`src/rtl/alut_age_sweep.sv`:
```
//------------------------------------------------------------------------------
// alut_age_sweep
//   Address-table ageing engine: time base, single-entry age checks, aged-entry
//   sweep and invalidate-all sweep over a 2^ADDR_W entry table.
//   Optional feature macro: ALUT_AGE_CNT_EN (adds inval_cnt output).
//   Revision: 1.0
//------------------------------------------------------------------------------
`default_nettype none

module alut_age_sweep #(
    parameter int ADDR_W = 8,
    parameter int TIME_W = 32,
    parameter int MAC_W  = 48,
    parameter int PORT_W = 2,
    localparam int DATA_W = 1 + TIME_W + PORT_W + MAC_W
) (
    input  logic              pclk,
    input  logic              p_reset,
    input  logic [1:0]        command,
    input  logic [7:0]        div_clk,
    input  logic [TIME_W-1:0] best_bfr_age,
    input  logic              check_age,
    input  logic              add_check_active,
    input  logic [TIME_W-1:0] last_accessed,
    input  logic [DATA_W-1:0] mem_read_data,
    output logic [ADDR_W-1:0] mem_addr,
    output logic              mem_write,
    output logic [DATA_W-1:0] mem_write_data,
    output logic [TIME_W-1:0] curr_time,
    output logic [MAC_W-1:0]  lst_inv_addr,
    output logic [PORT_W-1:0] lst_inv_port,
    output logic              age_confirmed,
    output logic              age_ok,
    output logic              inval_in_prog,
    output logic              age_check_active,
    output logic              sweep_done
`ifdef ALUT_AGE_CNT_EN
    ,
    output logic [ADDR_W:0]   inval_cnt
`endif
);

    localparam logic [2:0] S_IDLE    = 3'd0;
    localparam logic [2:0] S_REQ_CHK = 3'd1;
    localparam logic [2:0] S_SW_RD   = 3'd2;
    localparam logic [2:0] S_SW_CHK  = 3'd3;
    localparam logic [2:0] S_SW_WR   = 3'd4;
    localparam logic [2:0] S_INV_ALL = 3'd5;

    localparam logic [1:0] c_CMD_ABORT    = 2'b01;
    localparam logic [1:0] c_CMD_INV_AGED = 2'b10;
    localparam logic [1:0] c_CMD_INV_ALL  = 2'b11;
    localparam logic [ADDR_W-1:0] c_PTR_MAX = '1;

    logic [2:0]        r_state;
    logic [2:0]        w_next_state;
    logic [ADDR_W-1:0] r_ptr;
    logic [7:0]        r_div_cnt;
    logic [TIME_W-1:0] r_time;
    logic [MAC_W-1:0]  r_lst_mac;
    logic [PORT_W-1:0] r_lst_port;
    logic              r_age_conf;
    logic              r_age_ok;
    logic              r_done;
    logic              r_in_prog;

    logic              w_abort;
    logic              w_ptr_last;
    logic              w_rd_valid;
    logic [TIME_W-1:0] w_rd_stamp;
    logic [PORT_W-1:0] w_rd_port;
    logic [MAC_W-1:0]  w_rd_mac;
    logic [TIME_W-1:0] w_rd_age;
    logic              w_rd_aged;
    logic [TIME_W-1:0] w_req_age;
    logic              w_sweep;
    logic              w_next_sweep;

    assign w_abort    = (command == c_CMD_ABORT);
    assign w_ptr_last = (r_ptr == c_PTR_MAX);
    assign w_rd_valid = mem_read_data[DATA_W-1];
    assign w_rd_stamp = mem_read_data[DATA_W-2 -: TIME_W];
    assign w_rd_port  = mem_read_data[MAC_W +: PORT_W];
    assign w_rd_mac   = mem_read_data[MAC_W-1:0];
    // Ages are modulo 2^TIME_W so a wrapped time base still yields the right distance.
    assign w_rd_age   = r_time - w_rd_stamp;
    assign w_rd_aged  = w_rd_valid && (w_rd_age >= best_bfr_age);
    assign w_req_age  = r_time - last_accessed;

    assign w_sweep = (r_state == S_SW_RD) || (r_state == S_SW_CHK) ||
                     (r_state == S_SW_WR) || (r_state == S_INV_ALL);
    assign w_next_sweep = (w_next_state == S_SW_RD) || (w_next_state == S_SW_CHK) ||
                          (w_next_state == S_SW_WR) || (w_next_state == S_INV_ALL);

    always_ff @(posedge pclk) begin
        if (p_reset) begin
            r_state <= S_IDLE;
        end else begin
            r_state <= w_next_state;
        end
    end

    always_comb begin
        w_next_state = r_state;
        case (r_state)
            S_IDLE: begin
                if (command == c_CMD_INV_AGED) begin
                    w_next_state = S_SW_RD;
                end else if (command == c_CMD_INV_ALL) begin
                    w_next_state = S_INV_ALL;
                // A request still held while its result strobes is not a new request.
                end else if (check_age && add_check_active && !r_age_conf) begin
                    w_next_state = S_REQ_CHK;
                end
            end
            S_REQ_CHK: w_next_state = S_IDLE;
            S_SW_RD:   w_next_state = w_abort ? S_IDLE : S_SW_CHK;
            S_SW_CHK: begin
                if (w_abort || (!w_rd_aged && w_ptr_last)) begin
                    w_next_state = S_IDLE;
                end else if (w_rd_aged) begin
                    w_next_state = S_SW_WR;
                end else begin
                    w_next_state = S_SW_RD;
                end
            end
            S_SW_WR:   w_next_state = (w_abort || w_ptr_last) ? S_IDLE : S_SW_RD;
            S_INV_ALL: w_next_state = (w_abort || w_ptr_last) ? S_IDLE : S_INV_ALL;
            default:   w_next_state = S_IDLE;
        endcase
    end

    always_comb begin
        mem_addr         = w_sweep ? r_ptr : '0;
        mem_write        = (r_state == S_SW_WR) || (r_state == S_INV_ALL);
        age_check_active = (r_state != S_IDLE);
    end

    assign mem_write_data = '0;
    assign curr_time      = r_time;
    assign lst_inv_addr   = r_lst_mac;
    assign lst_inv_port   = r_lst_port;
    assign age_confirmed  = r_age_conf;
    assign age_ok         = r_age_ok;
    assign inval_in_prog  = r_in_prog;
    assign sweep_done     = r_done;

    always_ff @(posedge pclk) begin
        if (p_reset) begin
            r_ptr      <= '0;
            r_div_cnt  <= '0;
            r_time     <= '0;
            r_lst_mac  <= '0;
            r_lst_port <= '0;
            r_age_conf <= 1'b0;
            r_age_ok   <= 1'b0;
            r_done     <= 1'b0;
            r_in_prog  <= 1'b0;
        end else begin
            if (r_div_cnt == div_clk) begin
                r_div_cnt <= '0;
                r_time    <= r_time + 1'b1;
            end else begin
                r_div_cnt <= r_div_cnt + 1'b1;
            end

            if ((r_state == S_IDLE) && w_next_sweep) begin
                r_ptr <= '0;
            end else if (((r_state == S_SW_CHK) || (r_state == S_SW_WR)) &&
                         (w_next_state == S_SW_RD)) begin
                r_ptr <= r_ptr + 1'b1;
            end else if ((r_state == S_INV_ALL) && (w_next_state == S_INV_ALL)) begin
                r_ptr <= r_ptr + 1'b1;
            end

            // Entry identity is taken from the read data before the write clears it.
            if ((r_state == S_SW_CHK) && (w_next_state == S_SW_WR)) begin
                r_lst_mac  <= w_rd_mac;
                r_lst_port <= w_rd_port;
            end

            r_age_conf <= (r_state == S_REQ_CHK);
            r_age_ok   <= (r_state == S_REQ_CHK) && (w_req_age < best_bfr_age);
            r_done     <= w_sweep && (w_next_state == S_IDLE);
            r_in_prog  <= w_next_sweep;
        end
    end

`ifdef ALUT_AGE_CNT_EN
    logic [ADDR_W:0] r_inval_cnt;

    always_ff @(posedge pclk) begin
        if (p_reset) begin
            r_inval_cnt <= '0;
        end else if ((r_state == S_IDLE) && (w_next_state == S_SW_RD)) begin
            r_inval_cnt <= '0;
        end else if (r_state == S_SW_WR) begin
            r_inval_cnt <= r_inval_cnt + 1'b1;
        end
    end

    assign inval_cnt = r_inval_cnt;
`endif

endmodule

`default_nettype wire

```
`config.mk`:
```
export PLATFORM = sky130hd
export DESIGN_NAME = alut_age_sweep
export DESIGN_NICKNAME = d
export VERILOG_FILES = /design/src/rtl/alut_age_sweep.sv
export SDC_FILE = /design/constraint.sdc
export NUM_CORES = 1
export LEC_CHECK = 0
export BUFFER_PORTS_ARGS = -buffer_cell sky130_fd_sc_hd__buf_4
export CORE_ASPECT_RATIO = 1.2
export CORE_MARGIN = 3
export CORE_UTILIZATION = 56
export CTS_CLUSTER_SIZE = 20
export DETAILED_ROUTE_END_ITERATION = 8
export PLACE_DENSITY = 0.85
export REMOVE_ABC_BUFFERS = 1
export SLEW_MARGIN = 25
export SYNTH_ARGS = -nofsm -noshare
export SYNTH_HDL_FRONTEND = slang
export SYNTH_SLANG_ARGS = --single-unit
```
`constraint.sdc`:
```
create_clock -name pclk -period 11.2 [get_ports pclk]
set_input_delay 0.56 -clock pclk [delete_from_list [all_inputs] [get_ports pclk]]
set_output_delay 0.56 -clock pclk [all_outputs]
set_load 0.02 [all_outputs]
```
==> metrics, run 1 <==
pre-CTS setup slack=slightly below 6 ns; Ports=340; Worst VDD drop=between 0.08 and 0.09 mV; share of cells above drive strength 1=about a fifth; antenna-violating nets left=0; Setup Skew=0.00812 ns; Crit Path Max Fanout=between 50 and 60; worst path required time=between 10 and 15 ns; CTS Buf Count=9; Min Hold Slack=0.434 ns; register area share after synthesis=between 20% and 30%; vias per cell=5.41; Setup TNS=0 ns; # resized after CTS=0; Mean Syn Cell Area=between 8 and 9 um2; Site Rows=52; Post-CTS Hold Buffers=0; Setup CP Type=register to register; port bufs=256; routed len/inst=around 16 um; Slew Viols, Final=0; H-tree depth=3; largest net degree at the start of global routing=56; antenna diode count=0; placed cell count=1666; Setup violations, final=0; Root Buffer=clkbuf_16; Final WS setup=5.86 ns; Post-CTS Setup Bufs=0; status=finished clean; area grow syn2layout=21.1%; mapped cell area=0.00979 mm2; Routed WL=26.6 mm; die width=around 130 um; Slew @ Worst Pin=0.870 ns; DRT iter0 DRCs=between 500 and 600; CTS tree=built; Starting Density=57.7%; CTS sink count=105; Core Region=0.0170 mm2; maxcap violations=0; # DRC=0; top_reg_cell synth=dfxtp_1; Final Power=902 uW; final hold vios=0; Tmin final=about 5.3 ns; die area=0.0191 mm2; Max Buffers Root-to-Sink=2; fin cells=1682; WP data arrival=approximately 5.6 ns; vias in the first global route=8368; Design Area, Final=0.0119 mm2; Pleak=about 6.6 nW; number of synthesized flops with an enable pin=0; Final Core Density=69.8%; Max Fclk=0.187 GHz; Mapped Cells=between 1000 and 1500; fin nets=1752; GRT Total Usage=26.3%; first-pass GRT wire length=approximately 41 mm; die height=151 um; nature of the critical path endpoint=register; Netlist cell types=between 70 and 80; hold crit path type=input port to register; clk slew on worst S/H paths=roughly 0.070 ns; via count=9096; Worst slew margin=42.0%; PD cells=76.1 mW/mm2; worst skew pair latency=0.35 ns; DP HPWL=21.7 mm; RSZ-0062 raised after global routing=no; part of the cycle the worst path needs=47.7%; Placed Area=0.0116 mm2; Yosys reg bits=105; Startpoint Class=register; Post-synth ARST share=0%; Pre-antenna DRT Iters=5; RD Place Congestion=0.939; GRT overflow=0; YS warnings=0; initial antenna violation count=0
==> synth_stat cells (all sizes together) (4+ instances only) <==
| cell | count | area (um2) |
|---|---|---|
| nand2b | 18 | 113 |
| buf | 92 | 683 |
| nor4 | 5 | 31.3 |
| nor2 | 144 | 551 |
| dfxtp | 105 | 2100 |
| a21oi | 76 | 384 |
| mux2i | 53 | 531 |
| nor2b | 13 | 88.8 |
| xor2 | 46 | 403 |
| o21ai | 51 | 263 |
| nor3 | 16 | 85.1 |
| or2 | 4 | 25.0 |
| nand4 | 20 | 125 |
| a211oi | 8 | 80.1 |
| inv | 108 | 405 |
| o21a | 13 | 98.9 |
| and4 | 10 | 92.6 |
| ha | 128 | 1600 |
| and3 | 13 | 86.3 |
| clkbuf | 14 | 52.6 |
| and2 | 15 | 93.8 |
| a21o | 54 | 405 |
| nand2 | 58 | 218 |
| xnor2 | 60 | 526 |
| o21bai | 10 | 78.8 |
| a31oi | 6 | 43.8 |
| nand3 | 29 | 145 |
==> worst paths after layout <==
| path | to | startpoint | slack (ns) | cells past startpoint |
|---|---|---|---|---|
| max reg2reg | lst_inv_addr[39] | curr_time[0] | 5.86 | 24 |
| min | lst_inv_addr[42] | mem_read_data[42] | 0.43 | 3 |
| max | lst_inv_addr[39] | curr_time[0] | 5.86 | 24 |
| min reg2reg | lst_inv_addr[44] | lst_inv_addr[44] | 0.50 | 2 |
==> area by class of cell <==
type	instances	area [um2]
Inverter	108	405
Multi-Input combinational cell	979	6860
Clock inverter	5	37.5
Sequential cell	105	2100
Timing Repair Buffer	258	1940
Clock buffer	11	243
Fill cell	1449	5130
Tap cell	216	270
==> where the power goes <==
group	internal, mW	switching [mW]	total [mW]
clock network	0.158	0.148	0.307
registers	0.377	0.00489	0.382
logic	0.0951	0.119	0.214
total	0.630	0.272	0.902
==> metal layers <==
metal | GRT usage (%) | vias to the layer above | part of all wire (%)
met4 | 8.58 | 0 | 2.6
li1 | - | 4530 | -
met1 | 32.5 | 4150 | 40
met2 | 46.5 | 368 | 50
met5 | 0 | - | 0
met3 | 4.41 | 48 | 6.9
==> logic make-up after synthesis <==
logic type	Yosys count	share of synthesized area (%)
buf+inv	214	11.7
flops	105	21.5
xor+xnor	106	9.48
other cells	1	0.0383
compound gates	250	17.2
mux	53	5.42
fa+ha+maj	130	16.8
simple gates	357	18.0
==> registers in the layout, summed over array words and instances, names as in the netlist <==
register and flops:
lst_inv_addr 48, curr_time 32, r_div_cnt 8, r_ptr 8
r_state 3, lst_inv_port 2, age_confirmed 1, age_ok 1
inval_in_prog 1, sweep_done 1
==> cell usage in the layout (no fill, tap or decap), drive strengths merged, types with 3 or more instances in the layout <==
cell and instances:
o21a 13, o211ai 3, nand2 58, buf 258, a21oi 76, nor2b 13, inv 110, a211oi 8
conb 83, dfxtp 105, ha 128, xor2 46, nand4 20, and3 13, xnor2 60, mux2i 53
and4 10, o31a 3, o31ai 3, o21ai 51, o21bai 10, a21o 54, nor2 144, a31oi 6
clkbuf 11, nor3 16, a41oi 3, and2 15, or2 4, nand2b 18, nand3 29, nor4 5
or3 3
==> worst max-delay path, cell delays in order, from the launching register on <==
cell,delay (ns)
dfxtp_1,0.37
inv_1,0.10
ha_1,0.16
inv_1,0.06
fa_1,0.45
a211oi_2,0.24
o21ai_1,0.13
and4b_1,0.24
o21ai_1,0.22
a21oi_1,0.16
nand4_1,0.13
nand3_1,0.14
a211oi_1,0.38
xnor2_1,0.14
ha_1,0.19
a21o_1,0.15
a21o_1,0.17
a21oi_1,0.18
a2bb2oi_2,0.18
o31a_1,0.17
a31oi_2,0.08
nand2_2,0.11
buf_4,0.68
mux2i_1,0.29
nor2_1,0.06
(Power assumes the default switching activity.)
==> run 2, diff against run 1 <==
--- a/config.mk
+++ b/config.mk
@@ -5,13 +5,14 @@
 export SDC_FILE = /design/constraint.sdc
 export NUM_CORES = 1
 export LEC_CHECK = 0
+export ABC_AREA = 1
 export BUFFER_PORTS_ARGS = -buffer_cell sky130_fd_sc_hd__buf_4
 export CORE_ASPECT_RATIO = 1.2
 export CORE_MARGIN = 3
-export CORE_UTILIZATION = 56
+export CORE_UTILIZATION = 53
 export CTS_CLUSTER_SIZE = 20
 export DETAILED_ROUTE_END_ITERATION = 8
-export PLACE_DENSITY = 0.85
+export PLACE_DENSITY = 0.8
 export REMOVE_ABC_BUFFERS = 1
 export SLEW_MARGIN = 25
 export SYNTH_ARGS = -nofsm -noshare
==> constraint.sdc (replaced) <==
create_clock -name pclk -period 5.4 [get_ports pclk]
set_input_delay 0.27 -clock pclk [delete_from_list [all_inputs] [get_ports pclk]]
set_output_delay 0.27 -clock pclk [all_outputs]
set_load 0.02 [all_outputs]
==> run 2 against run 1 <==
Maximum frequency rose by 18%. Cell area grew 6.9%. Highest routed layer unchanged. Area after synthesis increased by 6.2%. Worst setup slack worse by 5.0 ns. Final cell count is 26% higher. First-iteration DRC count fell by 15%. Via count increased by 20%. Worst hold slack got worse by 0.23 ns. Critical endpoint is now lst_inv_addr[29]. Largest power group unchanged.
==> metrics, run 2 <==
status=finished clean; Critical-path top delay cell=fa_1; most frequent cell after synthesis=inv_1; CTS Buf Count=9 (unchanged); Crit Path Max Fanout=61 (+20%); Site Rows=55 (+5.8%); die area=0.0213 mm2 (+12%); H-tree depth=3 (unchanged); via count=10900 (+20%); die width=134 um (+5.7%); Max Buffers Root-to-Sink=2 (unchanged); routed len/inst=14.6 um (-8.1%); vias per cell=5.18 (-4.2%); YS warnings=0 (unchanged); DP HPWL=26.1 mm (+20%); Core Region=0.0191 mm2 (+12%); Startpoint Class=register; GRT overflow=0 (unchanged); antenna diode count=0 (unchanged); Worst VDD drop=0.180 mV (+120%); initial antenna violation count=0 (unchanged); Setup Skew=0.00835 ns (+0.000234 ns); Pleak=6.63 nW (+0.41%); Netlist cell types=50 (-32%); CTS tree=built; Placed Area=0.0124 mm2 (+6.9%); number of synthesized flops with an enable pin=0 (unchanged); share of cells above drive strength 1=16.8% (-3.9 points); GRT Total Usage=27.6% (+1.4 points); hold crit path type=input port to register; Max Fclk=0.220 GHz (+18%); DRT iter0 DRCs=463 (-15%); vias in the first global route=10500 (+26%); max reg flops=48 (unchanged); Setup TNS=0 ns (unchanged); top_reg_cell synth=dfxtp_1; Mapped Cells=1592 (+31%); cell mode on critical path=nand2_1; WP data arrival=4.75 ns (-0.81 ns); Ports=340 (unchanged); worst skew pair latency=0.34 ns (about the same); PD cells=154 mW/mm2 (+100%); Slew Viols, Final=0 (unchanged); port bufs=256 (unchanged); Setup violations, final=0 (unchanged); nature of the critical path endpoint=register; register area share after synthesis=20.2% (-1.3 points); Slew @ Worst Pin=0.694 ns (-0.176 ns); Root Buffer=clkbuf_16; Critical Path Max Stage Delay=0.41 ns (-0.27 ns); Tmin final=4.54 ns (-0.805 ns); Mean Syn Cell Area=6.53 um2 (-19%); Design Area, Final=0.0127 mm2 (+6.9%); Area contributors post-synth=dfxtp_1, ha_1, inv_1, nand2_1, a21oi_1; RD Place Congestion=0.936 (-0.27%); RSZ-0062 raised after global routing=no; Post-CTS Setup Bufs=0 (unchanged); Pre-antenna DRT Iters=7 (+2); Bufs and invs on worst path=4 (+1); fin nets=2142 (+22%); # resized after CTS=0 (unchanged); maxcap violations=0 (unchanged); worst path required time=5.62 ns (-5.80 ns); post-synth top area share=20.2% (-1.3 points); Worst slew margin=53.3% (+11 points); Yosys reg bits=105 (unchanged); # DRC=0 (unchanged); Worst path top cell family by delay=simple AND/OR/NAND/NOR gates; Post-synth ARST share=0% (unchanged); Setup CP Type=register to register; Post-CTS Hold Buffers=0 (unchanged); largest net degree at the start of global routing=62 (+11%); final hold vios=0 (unchanged); CTS sink count=105 (unchanged); commonest non-fill, non-tap cell in the layout=inv_1; part of the cycle the worst path needs=84.0% (+36 points); Routed WL=30.7 mm (+15%); commonest cells after routing, fill and taps aside=inv_1, nand2_1, buf_4; antenna-violating nets left=0 (unchanged); post-synth top area cell=dfxtp_1; Post-synth top cells=inv_1, nand2_1, a21oi_1, ha_1, nor2_1; first-pass GRT wire length=49.0 mm (+19%); mapped cell area=0.0104 mm2 (+6.2%); clk slew on worst S/H paths=0.08 ns (about the same); Starting Density=54.6% (-3.1 points); die height=159 um (+5.7%); area grow syn2layout=21.8%
[run 2: cell types whose count changed after synthesis, sizes merged, moves of 15 or more]
cell / previous run / this run
nand2: 58 / 279
nor3: 16 / 38
and2: 15 / 0
nand2b: 18 / 0
inv: 108 / 291
a21o: 54 / 6
xnor2: 60 / 26
a21oi: 76 / 195
o21ai: 51 / 110
nor2: 144 / 123
mux2i: 53 / 0
nand3: 29 / 50
[run 2: through the flow]
stage / utilization [%] / worst slack [ns] / hold WS, ns / cells / power (mW)
detailed placement: 64.9 / 0.914 / 0.437 / 2096 / 1.32
finish: 66.4 / 0.864 / 0.208 / 2112 / 1.96
global placement: 64.9 / 1.07 / 0.433 / 2096 / 1.31
CTS: 66.4 / 0.886 / 0.197 / 2112 / 1.97
floorplan: - / 0.150 / 0.339 / 1567 / 1.13
global route: 66.4 / 0.296 / 0.193 / 2112 / 2.07
[run 2: final timing paths]
path	end	cells after the start	from	slack, ns
min	lst_inv_addr[45]	3	mem_read_data[45]	0.21
max	lst_inv_addr[29]	28	curr_time[0]	0.86
max reg2reg	lst_inv_addr[29]	28	curr_time[0]	0.86
min reg2reg	lst_inv_addr[10]	2	lst_inv_addr[10]	0.45
[run 2: cells by family after synthesis]
logic type / after synthesis / synth area share (%)
flip-flops: 105 / 20.2
AND/OR/NAND/NOR: 536 / 22.4
buffers and inverters: 400 / 17.6
AO/OA/AOI/OAI: 345 / 17.6
adder cells (fa/ha/maj): 130 / 15.8
other: 1 / 0.0361
XOR/XNOR: 75 / 6.32
[run 2: report_power, final]
group	internal [mW]	switching (mW)	leakage, nW	total [mW]
Combinational	0.203	0.308	5.64	0.511
Sequential	0.788	0.00965	0.847	0.797
Clock	0.347	0.301	0.142	0.648
Total	1.34	0.619	6.63	1.96
[run 2: cell type report]
cell class,instances,area (um2)
fillers,1781,6400
inverters,293,1100
multi-input cells,1169,6780
well taps,256,320
clock inverters,5,46.3
flip-flops and latches,105,2100
repair buffers,273,2060
clock buffers,11,253
[run 2: metal layers]
metal  vias to the layer above  part of all wire (%)  global-route usage, %  routed length [um]
met2                       433                    50                   50.0               15300
met5                         -                     0                      0                   0
met1                      4908                    39                   32.2               12000
li1                       5534                     -                      -                   -
met3                        70                   8.1                   5.15                2480
met4                         0                   3.1                   10.1                 965
[run 2: tightest hold or removal path: stages]
cell     delay, ns
buf_4         0.07
o21ai_0       0.07
a21oi_1       0.10
==> run 3, diff against run 2 <==
==> constraint.sdc (replaced) <==
create_clock -name pclk -period 4.6 [get_ports pclk]
set_input_delay 0.23 -clock pclk [delete_from_list [all_inputs] [get_ports pclk]]
set_output_delay 0.23 -clock pclk [all_outputs]
set_load 0.02 [all_outputs]
==> run 3 against run 2 <==
Critical path depth down 8. Core utilization about the same. Combinational power rose by 18%. Sequential share of layout area hardly changed. Register-to-register slack worse by 0.42 ns. Largest power group unchanged.
==> metrics, run 3 (synthesis gave the netlist of run 2 again) <==
initial antenna violation count=0 (unchanged); part of the cycle the worst path needs=90.3% (+6.3 points); fin cells=2115 (+0.14%); clk slew on worst S/H paths=0.07 ns (about the same); Setup violations, final=0 (unchanged); die width=134 um (unchanged); fin nets=2145 (+0.14%); nature of the critical path endpoint=register; via count=10800 (-1.1%); port bufs=256 (unchanged); Post-CTS Hold Buffers=0 (unchanged); GRT overflow=0 (unchanged); worst path required time=4.87 ns (-0.75 ns); Site Rows=55 (unchanged); Pleak=6.64 nW (+0.15%); CTS Buf Count=9 (unchanged); placed cell count=2099 (+0.14%); Ports=340 (unchanged); H-tree depth=3 (unchanged); met1 WL=12.2 mm (+1.7%); RD Place Congestion=0.973 (+4.0%); Starting Density=54.6% (unchanged); # DRC=0 (unchanged); commonest non-fill, non-tap cell in the layout=inv_1; first-pass GRT wire length=49.1 mm (+0.25%); vias per cell=5.12 (-1.3%); hold crit path type=input port to register; Core Region=0.0191 mm2 (unchanged); largest net degree at the start of global routing=103 (+66%); WP data arrival=4.43 ns (-0.32 ns); Worst slew margin=54.0% (+0.68 points); DP HPWL=27.1 mm (+3.9%); Setup Skew=0.00901 ns (+0.000657 ns); CTS tree=built; Worst VDD drop=0.235 mV (+30%); RSZ-0062 raised after global routing=no; antenna-violating nets left=0 (unchanged); Final Core Density=66.5% (about the same); Min Hold Slack=0.165 ns (-0.0435 ns); area grow syn2layout=21.8% (about the same); commonest cells after routing, fill and taps aside=inv_1, buf_4, nand2_1; Startpoint Class=register; Crit Path Max Fanout=102 (+67%); Design Area, Final=0.0127 mm2 (about the same); met3 WL=2.77 mm (+12%); Setup CP Type=register to register; Max Fclk=0.241 GHz (+9.2%); Root Buffer=clkbuf_16; max reg flops=48 (unchanged); final hold vios=0 (unchanged); share of cells above drive strength 1=17.0% (+0.19 points); antenna diode count=0 (unchanged); die height=159 um (unchanged); Placed Area=0.0124 mm2 (+0.18%); Slew @ Worst Pin=0.684 ns (-0.0102 ns); CTS sink count=105 (unchanged); worst skew pair latency=0.34 ns (about the same); routed len/inst=15.0 um (+2.7%); vias in the first global route=10500 (-0.12%); Max Buffers Root-to-Sink=2 (unchanged); maxcap violations=0 (unchanged); Tmin final=4.16 ns (-0.381 ns); Slew Viols, Final=0 (unchanged); Pre-antenna DRT Iters=6 (-1); status=finished clean; DRT iter0 DRCs=631 (+36%); Routed WL=31.6 mm (+2.9%); PD cells=178 mW/mm2 (+15%); die area=0.0213 mm2 (unchanged); GRT Total Usage=28.2% (+0.59 points); met2 WL=15.4 mm (+0.28%); max layer used=met4; final-layout fill cell count=1789 (+0.45%)
## run 3: cell types whose count changed in the layout (fill, tap and decap cells not counted), moves of 2 or more
cell	previous run	this run
buf_4	272	275
inv_6	1	4
clkbuf_8	2	0
inv_8	2	0
## run 3: layer usage
metal  track usage [%]  vias up
met3              6.35       71
met2              50.0      424
met4              12.4        0
li1                  -     5550
met1              32.2     4777
met5                 0        -
## run 3: area by class of cell
type | instances | area, um2 | area share [%]
flip-flops and latches | 105 | 2100 | 16.6
clock inverters | 6 | 47.5 | 0.375
well taps | 256 | 320 | 2.53
multi-input cells | 1169 | 6790 | 53.6
inverters | 293 | 1100 | 8.69
clock buffers | 10 | 229 | 1.81
repair buffers | 276 | 2080 | 16.4
## run 3: final timing paths
path	slack [ns]	endpoint	cells after the start	start
worst max-delay path	0.44	lst_inv_addr[41]	20	curr_time[2]
worst min-delay path	0.16	lst_inv_addr[18]	3	mem_read_data[18]
worst max register to register	0.44	lst_inv_addr[41]	20	curr_time[2]
worst min register to register	0.45	lst_inv_addr[14]	2	lst_inv_addr[14]
## run 3: what timing repair did
| item | CTS | global route |
|---|---|---|
| setup endpoints to repair | 0 | 12 |
| setup buffers | 0 | 0 |
| gates resized for setup | 0 | 3 |
## run 3: power by group
group	leakage, nW	total (mW)	switching, mW	internal (mW)
Combinational	5.66	0.601	0.363	0.238
Clock	0.134	0.723	0.348	0.375
Sequential	0.847	0.937	0.0117	0.925
Total	6.64	2.26	0.723	1.54
## run 3: critical path, cell delays in order (launching register included)
cell and delay (ns):
dfxtp_1 0.50, ha_1 0.35, a21oi_1 0.19, nand2_1 0.14, nand4_1 0.11, o211ai_1 0.17
nand2_1 0.11, nand2_1 0.14, a21boi_1 0.31, o21ai_0 0.19, xor2_1 0.18, ha_1 0.30
a21oi_1 0.15, o21a_1 0.14, nand2_1 0.06, a21oi_1 0.11, nand2_1 0.14, nand3_2 0.13
buf_12 0.30, o21ai_0 0.15, a21oi_1 0.15
## run 3: per-stage QoR
stage	power (mW)	worst slack, ns	TNS (ns)
4_1_cts	2.27	0.286	0
6_report	2.26	0.445	0
2_1_floorplan	1.33	-0.650	-38.16
5_1_grt	2.39	0.0451	0
3_3_place_gp	1.54	0.434	0
3_5_place_dp	1.55	0.323	0
